### src/rtl/usb_slave_regs.sv
// rtl/usb_slave_regs.sv - AHB-side register file and byte serializer for a USB slave endpoint
//
// Purpose:
//   Decodes latched AHB register accesses. Reads and writes at address 0x0 are
//   moved byte by byte between the bus word and the endpoint FIFO by a small
//   IDLE/XFER/DONE serializer. All other addresses go to the status, error,
//   occupancy, tx_control and flush registers.
//
// Ports:
//   clk, n_rst            clock (rising edge) and asynchronous active-low reset
//   haddr_reg, hsize_reg  latched AHB address and transfer size
//   hwrite_reg            latched AHB write flag
//   xfer_valid            one-cycle data-phase strobe
//   hwdata / hrdata       AHB write and read data
//   rx_packet             decoded packet id (0 DATA, 1 IN, 2 OUT, 3 ACK, 4 NAK)
//   rx_data_ready         rx_packet is valid this cycle
//   rx_transfer_active    receiver busy
//   rx_error, tx_error    error strobes from the USB engines
//   tx_transfer_active    transmitter busy
//   rx_data               FIFO read data
//   buffer_occupancy      FIFO fill level in bytes
//   get_rx_data           FIFO pop strobe
//   store_tx_data         FIFO push strobe, with the byte on tx_data
//   clear                 FIFO flush request
//   hold                  stalls the bus while the serializer is busy
//   err_resp              one-cycle error response for a refused transfer
//   d_mode                follows tx_transfer_active
//   tx_packet             packet type requested from the transmitter
module usb_slave_regs #(
    parameter int BUS_BYTES  = 4,
    parameter int FIFO_DEPTH = 64,
    parameter int OCC_W      = 7
) (
    input  logic                   clk,
    input  logic                   n_rst,
    input  logic [3:0]             haddr_reg,
    input  logic [1:0]             hsize_reg,
    input  logic                   hwrite_reg,
    input  logic                   xfer_valid,
    input  logic [8*BUS_BYTES-1:0] hwdata,
    input  logic [2:0]             rx_packet,
    input  logic                   rx_data_ready,
    input  logic                   rx_transfer_active,
    input  logic                   rx_error,
    input  logic                   tx_transfer_active,
    input  logic                   tx_error,
    input  logic [7:0]             rx_data,
    input  logic [OCC_W-1:0]       buffer_occupancy,
    output logic                   get_rx_data,
    output logic                   store_tx_data,
    output logic                   clear,
    output logic                   hold,
    output logic                   err_resp,
    output logic                   d_mode,
    output logic [7:0]             tx_data,
    output logic [1:0]             tx_packet,
    output logic [8*BUS_BYTES-1:0] hrdata
);

    localparam int DW = 8 * BUS_BYTES;
    localparam int OW = OCC_W + 1;

    typedef enum logic [1:0] {
        IDLE = 2'd0,
        XFER = 2'd1,
        DONE = 2'd2
    } state_t;

    state_t          state_q, state_d;
    logic [1:0]      cnt_q, cnt_d;
    logic [2:0]      n_q, n_d;
    logic            write_q, write_d;
    logic [DW-1:0]   wdata_q, wdata_d;
    logic [DW-1:0]   rbuf_q, rbuf_d;
    logic            err_resp_q, err_resp_d;

    logic            occ_nz_q, occ_nz_d;
    logic [OCC_W-1:0] occ_q, occ_d;
    logic [3:0]      pkt_q, pkt_d;      // {NAK, ACK, OUT, IN}
    logic            rx_act_q, rx_act_d;
    logic            tx_act_q, tx_act_d;
    logic            rx_err_q, rx_err_d;
    logic            tx_err_q, tx_err_d;
    logic [7:0]      txc_q, txc_d;
    logic [7:0]      flush_q, flush_d;

    logic [3:0]      pow_n;
    logic [2:0]      n_cur;
    logic [OW-1:0]   occ_ext, n_ext;
    logic            xfer_err, buf_req, reg_wr, reg_rd, rd_err_reg;
    logic [15:0]     status_val, error_val, reg_val;
    logic [31:0]     reg_val32;

    // Byte count of this access: the transfer size clipped to the bus width.
    always_comb begin
        pow_n = 4'd1 << hsize_reg;
        if (pow_n > 4'(BUS_BYTES)) begin
            n_cur = 3'(BUS_BYTES);
        end else begin
            n_cur = pow_n[2:0];
        end
    end

    // Refuse reads that would underrun the FIFO and writes that would overrun
    // it; the sum is formed one bit wider so a full FIFO cannot wrap.
    always_comb begin
        occ_ext  = {1'b0, buffer_occupancy};
        n_ext    = OW'(n_cur);
        xfer_err = hwrite_reg ? ((occ_ext + n_ext) > OW'(FIFO_DEPTH))
                              : (occ_ext < n_ext);
        buf_req    = (state_q == IDLE) && xfer_valid && (haddr_reg == 4'h0);
        reg_wr     = (state_q == IDLE) && xfer_valid && (haddr_reg != 4'h0) && hwrite_reg;
        reg_rd     = (state_q == IDLE) && xfer_valid && (haddr_reg != 4'h0) && !hwrite_reg;
        rd_err_reg = reg_rd && (haddr_reg == 4'h6);
    end

    // Serializer next state.
    always_comb begin
        state_d    = state_q;
        cnt_d      = cnt_q;
        n_d        = n_q;
        write_d    = write_q;
        wdata_d    = wdata_q;
        rbuf_d     = rbuf_q;
        err_resp_d = 1'b0;
        case (state_q)
            IDLE: begin
                if (buf_req) begin
                    if (xfer_err) begin
                        err_resp_d = 1'b1;
                    end else begin
                        state_d = XFER;
                        cnt_d   = 2'd0;
                        n_d     = n_cur;
                        write_d = hwrite_reg;
                        wdata_d = hwdata;
                        rbuf_d  = '0;
                    end
                end
            end
            XFER: begin
                // The FIFO presents the popped byte during the pop cycle.
                if (!write_q) begin
                    for (int i = 0; i < BUS_BYTES; i++) begin
                        if (cnt_q == 2'(i)) begin
                            rbuf_d[8*i +: 8] = rx_data;
                        end
                    end
                end
                if ({1'b0, cnt_q} == (n_q - 3'd1)) begin
                    state_d = DONE;
                    cnt_d   = 2'd0;
                end else begin
                    cnt_d = cnt_q + 2'd1;
                end
            end
            DONE: begin
                state_d = IDLE;
            end
            default: begin
                state_d = IDLE;
            end
        endcase
    end

    // Register file next state.
    always_comb begin
        occ_nz_d = (buffer_occupancy != '0);
        occ_d    = buffer_occupancy;
        rx_act_d = rx_transfer_active;
        tx_act_d = tx_transfer_active;

        pkt_d = pkt_q;
        if (rx_data_ready) begin
            case (rx_packet)
                3'd1:    pkt_d = 4'b0001;
                3'd2:    pkt_d = 4'b0010;
                3'd3:    pkt_d = 4'b0100;
                3'd4:    pkt_d = 4'b1000;
                default: pkt_d = pkt_q;
            endcase
        end

        // A new error in the clear-on-read cycle must survive the clear.
        rx_err_d = (rx_err_q && !rd_err_reg) || rx_error;
        tx_err_d = (tx_err_q && !rd_err_reg) || tx_error;

        // tx_control drops on the rising edge of tx_transfer_active unless
        // the bus rewrites it in that very cycle.
        txc_d = txc_q;
        if (tx_transfer_active && !tx_act_q) begin
            txc_d = 8'h00;
        end
        if (reg_wr && (haddr_reg == 4'hC)) begin
            txc_d = hwdata[7:0];
        end

        flush_d = flush_q;
        if ((flush_q != 8'h00) && (buffer_occupancy == '0)) begin
            flush_d = 8'h00;
        end
        if (reg_wr && (haddr_reg == 4'hD) && (hwdata[7:0] != 8'h00)) begin
            flush_d = hwdata[7:0];
        end
    end

    always_ff @(posedge clk or negedge n_rst) begin
        if (!n_rst) begin
            state_q    <= IDLE;
            cnt_q      <= '0;
            n_q        <= '0;
            write_q    <= 1'b0;
            wdata_q    <= '0;
            rbuf_q     <= '0;
            err_resp_q <= 1'b0;
            occ_nz_q   <= 1'b0;
            occ_q      <= '0;
            pkt_q      <= '0;
            rx_act_q   <= 1'b0;
            tx_act_q   <= 1'b0;
            rx_err_q   <= 1'b0;
            tx_err_q   <= 1'b0;
            txc_q      <= '0;
            flush_q    <= '0;
        end else begin
            state_q    <= state_d;
            cnt_q      <= cnt_d;
            n_q        <= n_d;
            write_q    <= write_d;
            wdata_q    <= wdata_d;
            rbuf_q     <= rbuf_d;
            err_resp_q <= err_resp_d;
            occ_nz_q   <= occ_nz_d;
            occ_q      <= occ_d;
            pkt_q      <= pkt_d;
            rx_act_q   <= rx_act_d;
            tx_act_q   <= tx_act_d;
            rx_err_q   <= rx_err_d;
            tx_err_q   <= tx_err_d;
            txc_q      <= txc_d;
            flush_q    <= flush_d;
        end
    end

    // Outputs.
    always_comb begin
        hold          = (state_q != IDLE);
        get_rx_data   = (state_q == XFER) && !write_q;
        store_tx_data = (state_q == XFER) && write_q;
        err_resp      = err_resp_q;
        clear         = (flush_q != 8'h00);
        tx_packet     = txc_q[1:0];
        d_mode        = tx_transfer_active;

        tx_data = 8'h00;
        if (store_tx_data) begin
            for (int i = 0; i < BUS_BYTES; i++) begin
                if (cnt_q == 2'(i)) begin
                    tx_data = wdata_q[8*i +: 8];
                end
            end
        end
    end

    // Read mux: buffer data in DONE, register data in the strobe cycle.
    always_comb begin
        status_val = {6'b0, tx_act_q, rx_act_q, 3'b0, pkt_q, occ_nz_q};
        error_val  = {7'b0, tx_err_q, 7'b0, rx_err_q};
        reg_val    = 16'h0000;
        case (haddr_reg)
            4'h4: reg_val = status_val;
            4'h5: reg_val = {8'h00, status_val[15:8]};
            4'h6: reg_val = error_val;
            4'h7: reg_val = {8'h00, error_val[15:8]};
            4'h8: reg_val[OCC_W-1:0] = occ_q;
            4'hC: reg_val = {8'h00, txc_q};
            4'hD: reg_val = {8'h00, flush_q};
            default: reg_val = 16'h0000;
        endcase
        reg_val32 = {16'h0000, reg_val};

        hrdata = '0;
        if ((state_q == DONE) && !write_q) begin
            for (int i = 0; i < BUS_BYTES; i++) begin
                if (3'(i) < n_q) begin
                    hrdata[8*i +: 8] = rbuf_q[8*i +: 8];
                end
            end
        end else if (reg_rd) begin
            hrdata = reg_val32[DW-1:0];
        end
    end

endmodule

### config.mk
export PLATFORM = sky130hd
export DESIGN_NAME = usb_slave_regs
export DESIGN_NICKNAME = d
export VERILOG_FILES = /design/src/rtl/usb_slave_regs.sv
export SDC_FILE = /design/constraint.sdc
export NUM_CORES = 1
export LEC_CHECK = 0
export CORE_MARGIN = 4
export CORE_UTILIZATION = 58
export CTS_BUF_LIST = sky130_fd_sc_hd__clkbuf_2 sky130_fd_sc_hd__clkbuf_4 sky130_fd_sc_hd__clkbuf_8
export CTS_CLUSTER_SIZE = 40
export DETAILED_ROUTE_END_ITERATION = 7
export PLACE_DENSITY = 0.89
export SLEW_MARGIN = 10
export SYNTH_ARGS = -nofsm -noshare
export SYNTH_HDL_FRONTEND = slang
export SYNTH_SLANG_ARGS = --single-unit
### constraint.sdc
create_clock -name clk -period 4.6 [get_ports clk]
set_clock_uncertainty 0.15 [all_clocks]
set_input_delay 1.38 -clock clk [delete_from_list [all_inputs] [get_ports clk]]
set_output_delay 1.38 -clock clk [all_outputs]
set_load 0.005 [all_outputs]
==> impl_summary.txt, run 1 <==
----------------------------------------------------
[Power and ir drop]
  Power density over the cells ... between 300 and 400 nW/um2
  Leakage ... 3.424 nW
  Worst ir drop on vdd ... 0.0001628 V
  PnR Total Power ... between 2 and 2.5 mW

[Min path]
  Sink of the worst hold path ... wdata_q[27]$_DFFE_PN0P_
  Hold Path Origin ... wdata_q[27]$_DFFE_PN0P_
  Cell depth of the worst min-delay path ... 1
  Worst hold path type ... reg2reg

[Clock network]
  TritonCTS clock tree ... yes
  Hold Buf Count CTS ... 0
  Number of buffers inserted during clock tree synthesis ... 9
  Max Buffers Root-to-Sink ... 2
  Cell at the root of the clock tree ... sky130_fd_sc_hd__clkbuf_8
  H-tree levels ... 3
  CTS clk-pin slew, worst paths ... roughly 0.10 ns
  Worst-Skew Late Latency ... between 0.3 and 0.4 ns
  Clock sink count ... around 110

[Detailed routing]
  Total routed wirelength ... approximately 16,000 um
  DRC violation total after the first TritonRoute iteration ... between 300 and 400
  Vias per cell ... ~6.3
  Count of vias placed by the detailed router ... approximately 4,900
  DRC errors left ... 0
  Final antenna-violating net count ... 0
  Detailed-route wire length per cell ... 20.33 um
  First-pass iteration count of the detailed router ... 5

[Synth]
  Fraction of the mapped netlist area in compound gates ... 0.1640
  Multiplexer area fraction after synthesis ... 0.1084
  Cell count after synthesis ... ~520
  Number of distinct library cells after synthesis ... 53
  Number of enable flip-flop cells after synthesis ... 0
  Mean Syn Cell Area ... between 10 and 15 um2
  Synth Flop Type ... sky130_fd_sc_hd__dfrtp_1
  Yosys warnings ... 0
  Sequential cell area fraction in the yosys report ... 0.4724
  Post-synth ARST share ... 1.000
  Cell Area, Synth ... 5562 um2
  Synth Area in XOR/XNOR ... 0.006299
  Post-synthesis adder-cell area fraction ... 0.03060
  Net count after synthesis ... around 600
  Simple logic cell fraction of the synthesized area ... 0.1753
  Post-synthesis register bit count ... between 100 and 150
  Combinational family with the most area after synthesis ... simple AND/OR/NAND/NOR gates

[Timing]
  Share of the clock period used by the worst path after layout ... 0.9794
  Final count of negative-setup-slack endpoints ... 0
  Sum Neg Setup Slack ... 0 ns
  Slew at the pin with the worst max-slew slack ... approximately 0.9 ns
  Shortest clock period the worst path allows after layout ... approximately 4.5 ns
  Unrepaired setup endpoints after global routing ... false
  Final worst slack ... 0.09481 ns
  Relative max-transition margin ... 0.3857
  Max Clock Freq ... roughly 220 MHz
  Number of max-slew violations in the final report ... 0
  Total count of hold-check failures in the final report ... 0

[Global route]
  Initial antenna violation count ... 0
  Final global-route overflow total ... 0
  Vias in the first global route ... just under 5,000
  Wire length of the first global-routing pass ... 25,580 um
  Global routing usage summed across all routing layers ... 0.2867
  Largest net degree at the start of global routing ... between 60 and 70

[Layout]
  Relative area change from synthesis to final layout ... 29.92%
  Number of inserted filler cells in the final layout ... between 600 and 700
  Ant diodes ... 0
  Count of nets after finishing ... just over 700
  Final design utilization ... 0.7783
  Fraction of final layout cells with drive strength greater than 1 ... 0.1528
  Final standard cell count with taps included and fillers excluded ... just under 800

[Worst setup path]
  Startpoint types ... primary input
  Register-to-register path setup slack ... 2.00 ns
  Critical path required time ... 3.07 ns
  Largest fanout on the critical path ... 5
  Worst Reg2Reg Path Length in Cells ... 6
  Destination of the worst register-to-register timing path ... rbuf_q[11]$_DFFE_PN0P_
  Critical Path Sink Type ... output port
  Startpoint of the most critical register-to-register path ... state_q[0]$_DFFE_PN0P_
  Data arrival, critical path ... approximately 3.0 ns
  Type of the worst setup path ... in2out

[Placed design]
  Count of buffers inserted at the top-level ports ... roughly 110
  Global placer's final weighted congestion ... 0.9605
  Worst setup timing slack at the placement stage ... -0.2911 ns
  Half-perimeter wire length after placement ... roughly 12,000 um
  Total instance count after detailed placement ... between 700 and 800

[Floorplanning]
  Die ar. ... between 10,000 and 15,000 um2
  Initial core utilization ... 0.5991
  Cell Rows ... 35
  Die Y-Extent ... between 100 and 150 um
  Width of the chip ... between 100 and 150 um
  Core region area ... about 9300 um2
  Number of ports placed on the die boundary ... ~110

[Job]
  Count of max-cap constraint violations ... 0

[Outcome]
  Result of the run ... finished, final reports clean

----------------------------------------------------
[worst max path at each step]
stage | start | slack [ns] | endpoint
global route | xfer_valid | 0.02 | hrdata[9]
global placement | haddr_reg[3] | -0.22 | hrdata[3]
floorplan | hsize_reg[1] | 0.63 | wdata_q[10]$_DFFE_PN0P_
detailed placement | haddr_reg[2] | -0.29 | hrdata[5]
finish | haddr_reg[1] | 0.09 | hrdata[8]
CTS | haddr_reg[1] | -0.09 | hrdata[5]
[repair_timing]
action	in CTS	in global routing
cloned	1	0
setup endpoints to repair	10	11
resized for setup	29	5
pin swaps	3	1
buffers inserted	1	1
[power by group]
group / leakage (nW) / total [mW] / internal [mW] / switching [mW]
clock network: 0.0987 / 0.561 / 0.217 / 0.344
registers: 1.35 / 1.20 / 1.07 / 0.123
logic: 1.97 / 0.590 / 0.298 / 0.292
[state kept, by name, summed over array words and instances (netlist names)]
register / cells
tx_act_q: 1
n_q: 3
wdata_q: 32
txc_q: 8
pkt_q: 4
state_q: 2
flush_q: 8
tx_err_q: 1
rx_act_q: 1
occ_q: 7
rbuf_q: 32
cnt_q: 2
occ_nz_q: 1
write_q: 1
rx_err_q: 1
err_resp: 1
[Yosys cell counts, types with 2 or more instances]
| master | instances | area [um2] |
|---|---|---|
| sky130_fd_sc_hd__mux2_2 | 9 | 101.4 |
| sky130_fd_sc_hd__a21oi_1 | 13 | 65.06 |
| sky130_fd_sc_hd__buf_2 | 5 | 25.02 |
| sky130_fd_sc_hd__dfrtp_1 | 105 | 2628 |
| sky130_fd_sc_hd__mux2i_1 | 10 | 100.1 |
| sky130_fd_sc_hd__nand2_1 | 42 | 157.7 |
| sky130_fd_sc_hd__nor3_1 | 11 | 55.05 |
| sky130_fd_sc_hd__inv_1 | 22 | 82.58 |
| sky130_fd_sc_hd__ha_1 | 12 | 150.1 |
| sky130_fd_sc_hd__buf_1 | 7 | 26.28 |
| sky130_fd_sc_hd__nand2b_1 | 3 | 18.77 |
| sky130_fd_sc_hd__or3_1 | 3 | 18.77 |
| sky130_fd_sc_hd__a2bb2oi_1 | 2 | 17.52 |
| sky130_fd_sc_hd__and2_1 | 18 | 112.6 |
| sky130_fd_sc_hd__a221o_1 | 32 | 320.3 |
| sky130_fd_sc_hd__buf_4 | 3 | 22.52 |
| sky130_fd_sc_hd__nor2_1 | 23 | 86.33 |
| sky130_fd_sc_hd__a21o_1 | 2 | 15.01 |
| sky130_fd_sc_hd__o21ai_0 | 26 | 130.1 |
| sky130_fd_sc_hd__a22o_1 | 10 | 87.58 |
| sky130_fd_sc_hd__buf_6 | 3 | 33.78 |
| sky130_fd_sc_hd__nand4_1 | 2 | 12.51 |
| sky130_fd_sc_hd__xnor2_1 | 2 | 17.52 |
| sky130_fd_sc_hd__or4_1 | 3 | 22.52 |
| sky130_fd_sc_hd__clkbuf_1 | 13 | 48.80 |
| sky130_fd_sc_hd__mux2_1 | 7 | 78.83 |
| sky130_fd_sc_hd__a221oi_1 | 9 | 78.83 |
| sky130_fd_sc_hd__xor2_1 | 2 | 17.52 |
| sky130_fd_sc_hd__nor4_1 | 9 | 56.30 |
| sky130_fd_sc_hd__and3_1 | 40 | 250.2 |
| sky130_fd_sc_hd__mux2_4 | 20 | 300.3 |
| sky130_fd_sc_hd__nor3b_1 | 3 | 22.52 |
| sky130_fd_sc_hd__nand3_1 | 6 | 30.03 |
| sky130_fd_sc_hd__nor4_2 | 2 | 25.02 |
| sky130_fd_sc_hd__a32oi_1 | 2 | 17.52 |
| sky130_fd_sc_hd__a22oi_1 | 7 | 52.55 |
| sky130_fd_sc_hd__nor2b_1 | 14 | 87.58 |
[kinds of logic after synthesis]
group / Yosys count
AOI/OAI and AO/OA: 115
xor gates and xnor gates: 4
muxes: 47
buffers and inverters: 53
and+or+nand+nor: 181
adders and majority gates: 13
DFF: 105
[metrics by stage]
step,hold slack (ns),area (um2)
CTS,0.3614,7204
floorplan,0.2995,5562
global route,0.3765,7226
global placement,0.3178,6969
detailed placement,0.3320,6969
finish,0.3590,7226
[final cells by class]
class,count,area (um2),share of cell area
Multi-Input combinational cell,360,2755,0.3813
Sequential cell,105,2628,0.3636
Timing Repair Buffer,145,1408,0.1948
Tap cell,129,161.4,0.02234
Clock buffer,10,131.4,0.01818
Inverter,22,85.08,0.01177
Clock inverter,6,57.56,0.007965
[placed cells by master, fill, tap and decap left out, drive strengths merged, types with 11 or more instances in the layout]
cell	Yosys	final
nor3	11	11
inv	22	26
and3	40	40
dfrtp	105	105
ha	12	12
buf	18	34
nor2b	14	14
clkdlybuf4s50	0	97
nand2	42	42
nor4	11	11
nor2	23	23
mux2	36	36
a21oi	14	14
a221o	32	32
o21ai	26	26
and2	18	18
dlygate4sd2	0	12
[critical path: stages]
cell and delay (ns):
sky130_fd_sc_hd__clkdlybuf4s50_1 0.50, sky130_fd_sc_hd__buf_4 0.16, sky130_fd_sc_hd__buf_4 0.14, sky130_fd_sc_hd__mux2_2 0.33, sky130_fd_sc_hd__a22o_1 0.20, sky130_fd_sc_hd__dlygate4sd2_1 0.26
[per-layer routing]
metal,vias to the layer above,wire length (um),GRT usage
met2,283,7460,0.4727
li1,2167,-,-
met1,2394,6313,0.3746
met4,0,604,0.1073
met3,48,1415,0.06132
met5,-,0,0
Power figures use the tool's default switching activity.
==> run 2, diff against run 1 <==
--- a/config.mk
+++ b/config.mk
@@ -6,11 +6,13 @@
 export NUM_CORES = 1
 export LEC_CHECK = 0
 export CORE_MARGIN = 4
-export CORE_UTILIZATION = 58
+export CORE_UTILIZATION = 54
 export CTS_BUF_LIST = sky130_fd_sc_hd__clkbuf_2 sky130_fd_sc_hd__clkbuf_4 sky130_fd_sc_hd__clkbuf_8
 export CTS_CLUSTER_SIZE = 40
 export DETAILED_ROUTE_END_ITERATION = 7
-export PLACE_DENSITY = 0.89
+export MAX_ROUTING_LAYER = met4
+export PLACE_DENSITY = 0.83
+export REMOVE_ABC_BUFFERS = 1
 export SLEW_MARGIN = 10
 export SYNTH_ARGS = -nofsm -noshare
 export SYNTH_HDL_FRONTEND = slang
==> constraint.sdc (replaced) <==
create_clock -name clk -period 4.7 [get_ports clk]
set_clock_uncertainty 0.15 [all_clocks]
set_input_delay 1.41 -clock clk [delete_from_list [all_inputs] [get_ports clk]]
set_output_delay 1.41 -clock clk [all_outputs]
set_load 0.005 [all_outputs]
==> run 2 against run 1 <==
Net effect:
- sequential cell count unchanged
- non-clock buffer count decreased by 6
- sequential share of layout area increased by 0.082 points
- cell area shrank 0.23%
- global-route usage is 1.1 points lower
- total power decreased by 4.0%
- critical path depth rose by 1
- cell count decreased by 0.26%
- register-to-register slack gained 0.04 ns
- first-iteration DRC count is 61% higher
- core utilization shrank 5.1 points
==> impl_summary.txt, run 2 (synthesized netlist as in run 1, its figures left out) <==
----------------------------------------------------
[Timing]
  Unrepaired setup endpoints after global routing ... false
  Number of max-slew violations in the final report ... 0
  Shortest clock period the worst path allows after layout ... 4.650 ns
  Max Clock Freq ... roughly 220 MHz
  Total count of hold-check failures in the final report ... 0
  Share of the clock period used by the worst path after layout ... 0.9894
  Final count of negative-setup-slack endpoints ... 0
  Sum Neg Setup Slack ... 0 ns
  Relative max-transition margin ... 0.3356
  Slew at the pin with the worst max-slew slack ... ~1.0 ns

[Global route]
  Wire length of the first global-routing pass ... about 25,000 um
  Global routing usage summed across all routing layers ... 0.2752
  Largest net degree at the start of global routing ... between 80 and 90
  Initial antenna violation count ... 0
  Final global-route overflow total ... 0
  Vias in the first global route ... between 4,000 and 5,000

[Floorplanning]
  Die ar. ... 11,990 um2
  Core region area ... 9910 um2
  Die Y-Extent ... 109.5 um
  Cell Rows ... 36
  Number of ports placed on the die boundary ... roughly 110
  Initial core utilization ... 0.5612
  Width of the chip ... roughly 110 um

[Power and ir drop]
  Combinational power share ... 0.245
  Power density over the cells ... about 310 nW/um2
  Portion of total power attributed to sequential cells ... 0.514
  Cell-internal power ... between 1.5 and 2 mW
  Worst ir drop on vdd ... 0.0001700 V
  Leakage ... 3.414 nW
  Clock power share ... 0.241
  Sw Pwr ... between 700 and 800 uW
  Switching share of total power ... 0.3114

[Detailed routing]
  Count of vias placed by the detailed router ... 4,790
  Total routed wirelength ... around 15,000 um
  DRC violation total after the first TritonRoute iteration ... around 500
  Detailed-route wire length per cell ... a little under 20 um
  Vias per cell ... ~6
  First-pass iteration count of the detailed router ... 5
  Final antenna-violating net count ... 0
  DRC errors left ... 0

[Layout]
  Largest regs ... rbuf_q: 32 flops, wdata_q: 32 flops
  Count of nets after finishing ... a little over 700
  Relative area change from synthesis to final layout ... 29.63%
  Fraction of final layout cells with drive strength greater than 1 ... 0.1449
  Final design utilization ... 0.7275
  Number of inserted filler cells in the final layout ... 700
  Commonest cells after routing, fill and taps aside ... sky130_fd_sc_hd__dfrtp_1 (105), sky130_fd_sc_hd__clkdlybuf4s50_1 (99), sky130_fd_sc_hd__nand2_1 (41)
  Most common cell after layout, fill and taps aside ... sky130_fd_sc_hd__dfrtp_1
  Ant diodes ... 0

[Worst setup path]
  Startpoint types ... primary input
  Kind of cell adding the most delay to the critical path ... buffers and inverters
  Slowest stage delay, CP ... ~0.54 ns
  Largest fanout on the critical path ... 10
  Buffer and inverter count on the worst path ... 3
  Standard cell with the maximum stage delay on the critical path ... sky130_fd_sc_hd__clkdlybuf4s50_1
  Cell chain of the critical path ... dlygate4sd2_1 > buf_4 > mux2i_1 > o21ai_0 > a22oi_1 > o21ai_0 > clkdlybuf4s50_1
  Critical path required time ... approximately 3.1 ns
  Type of the worst setup path ... in2out
  Critical Path Sink Type ... output port
  Most Frequent Cell on Critical Path ... sky130_fd_sc_hd__o21ai_0
  Data arrival, critical path ... around 3.1 ns

[Clock network]
  Max Buffers Root-to-Sink ... 2
  Worst-Skew Late Latency ... around 0.37 ns
  Clock sink count ... ~110
  CTS clk-pin slew, worst paths ... 0.11 ns
  H-tree levels ... 3
  Number of buffers inserted during clock tree synthesis ... 9
  Hold Buf Count CTS ... 0
  Cell at the root of the clock tree ... sky130_fd_sc_hd__clkbuf_8
  TritonCTS clock tree ... yes

[Placed design]
  Global placer's final weighted congestion ... between 1 and 1.5
  Count of buffers inserted at the top-level ports ... around 110
  Half-perimeter wire length after placement ... roughly 11,000 um

[Min path]
  Worst hold path type ... reg2reg

[Job]
  Count of max-cap constraint violations ... 0

[Outcome]
  Result of the run ... finished, final reports clean

----------------------------------------------------
[run 2: path summary, 6_finish.rpt]
kind	startpoint	to	slack, ns	depth (start not counted)
setup / recovery	haddr_reg[2]	hrdata[4]	0.05	7
hold / removal	wdata_q[28]$_DFFE_PN0P_	wdata_q[28]$_DFFE_PN0P_	0.36	1
setup reg to reg	state_q[0]$_DFFE_PN0P_	rbuf_q[29]$_DFFE_PN0P_	2.04	6
hold reg to reg	wdata_q[28]$_DFFE_PN0P_	wdata_q[28]$_DFFE_PN0P_	0.36	1
max in group asynchronous	n_rst	occ_q[1]$_DFF_PN0_	2.39	2
min in group asynchronous	n_rst	pkt_q[0]$_DFFE_PN0P_	1.03	1
[run 2: cell type report]
type,count,area [um2],share of cell area
multi-input combinational,360,2788,0.3867
sequential,105,2628,0.3645
timing repair buffer,139,1355,0.1880
tap,133,166.4,0.02308
clock buffer,10,137.6,0.01909
inverter,22,86.33,0.01198
clock inverter,6,48.80,0.006768
[run 2: power by group through the flow]
| stage | Clock (mW) | Combinational, mW | Sequential (mW) |
|---|---|---|---|
| 5_1_grt | 0.589 | 0.612 | 1.18 |
| 2_1_floorplan | 0 | 0.365 | 1.13 |
| 3_3_place_gp | 0 | 0.518 | 1.16 |
| 3_5_place_dp | 0 | 0.536 | 1.17 |
| 4_1_cts | 0.551 | 0.544 | 1.15 |
| 6_report | 0.543 | 0.551 | 1.16 |
[run 2: per-layer routing]
layer	wire [um]	share of wire	GRT usage	up-vias
li1	-	-	-	2143
met1	6335	0.41	0.3587	2344
met2	7273	0.47	0.4307	261
met3	1365	0.089	0.06400	42
met4	351	0.023	0.08549	0
met5	0	0	-	-
[run 2: stage by stage]
stage          instances  cell area (um2)  power [mW]  hold WS [ns]  setup slack (ns)
2_1_floorplan        487             5405       1.499        0.2995          -0.09311
5_1_grt              775             7209       2.380        0.3714           0.02136
3_3_place_gp         753             6882       1.680        0.3228           -0.2111
6_report             775             7209       2.253        0.3584           0.04996
4_1_cts              773             7128       2.250        0.3496          0.002639
3_5_place_dp         753             6882       1.707        0.3273           -0.3185
[run 2: timing repair]
action | CTS | global route
cloned | 1 | 0
resized for setup | 20 | 17
buffers inserted | 3 | 2
setup endpoints to repair | 10 | 7
pin swaps | 2 | 1
[run 2: worst reg2reg max path: cells and delay by family, from the launching register on]
family / cells / cell delay (ns)
AND/OR/NAND/NOR: 4 / 1.55
buffers and inverters: 1 / 0.17
AO/OA/AOI/OAI: 1 / 0.27
flip-flops: 1 / 0.41
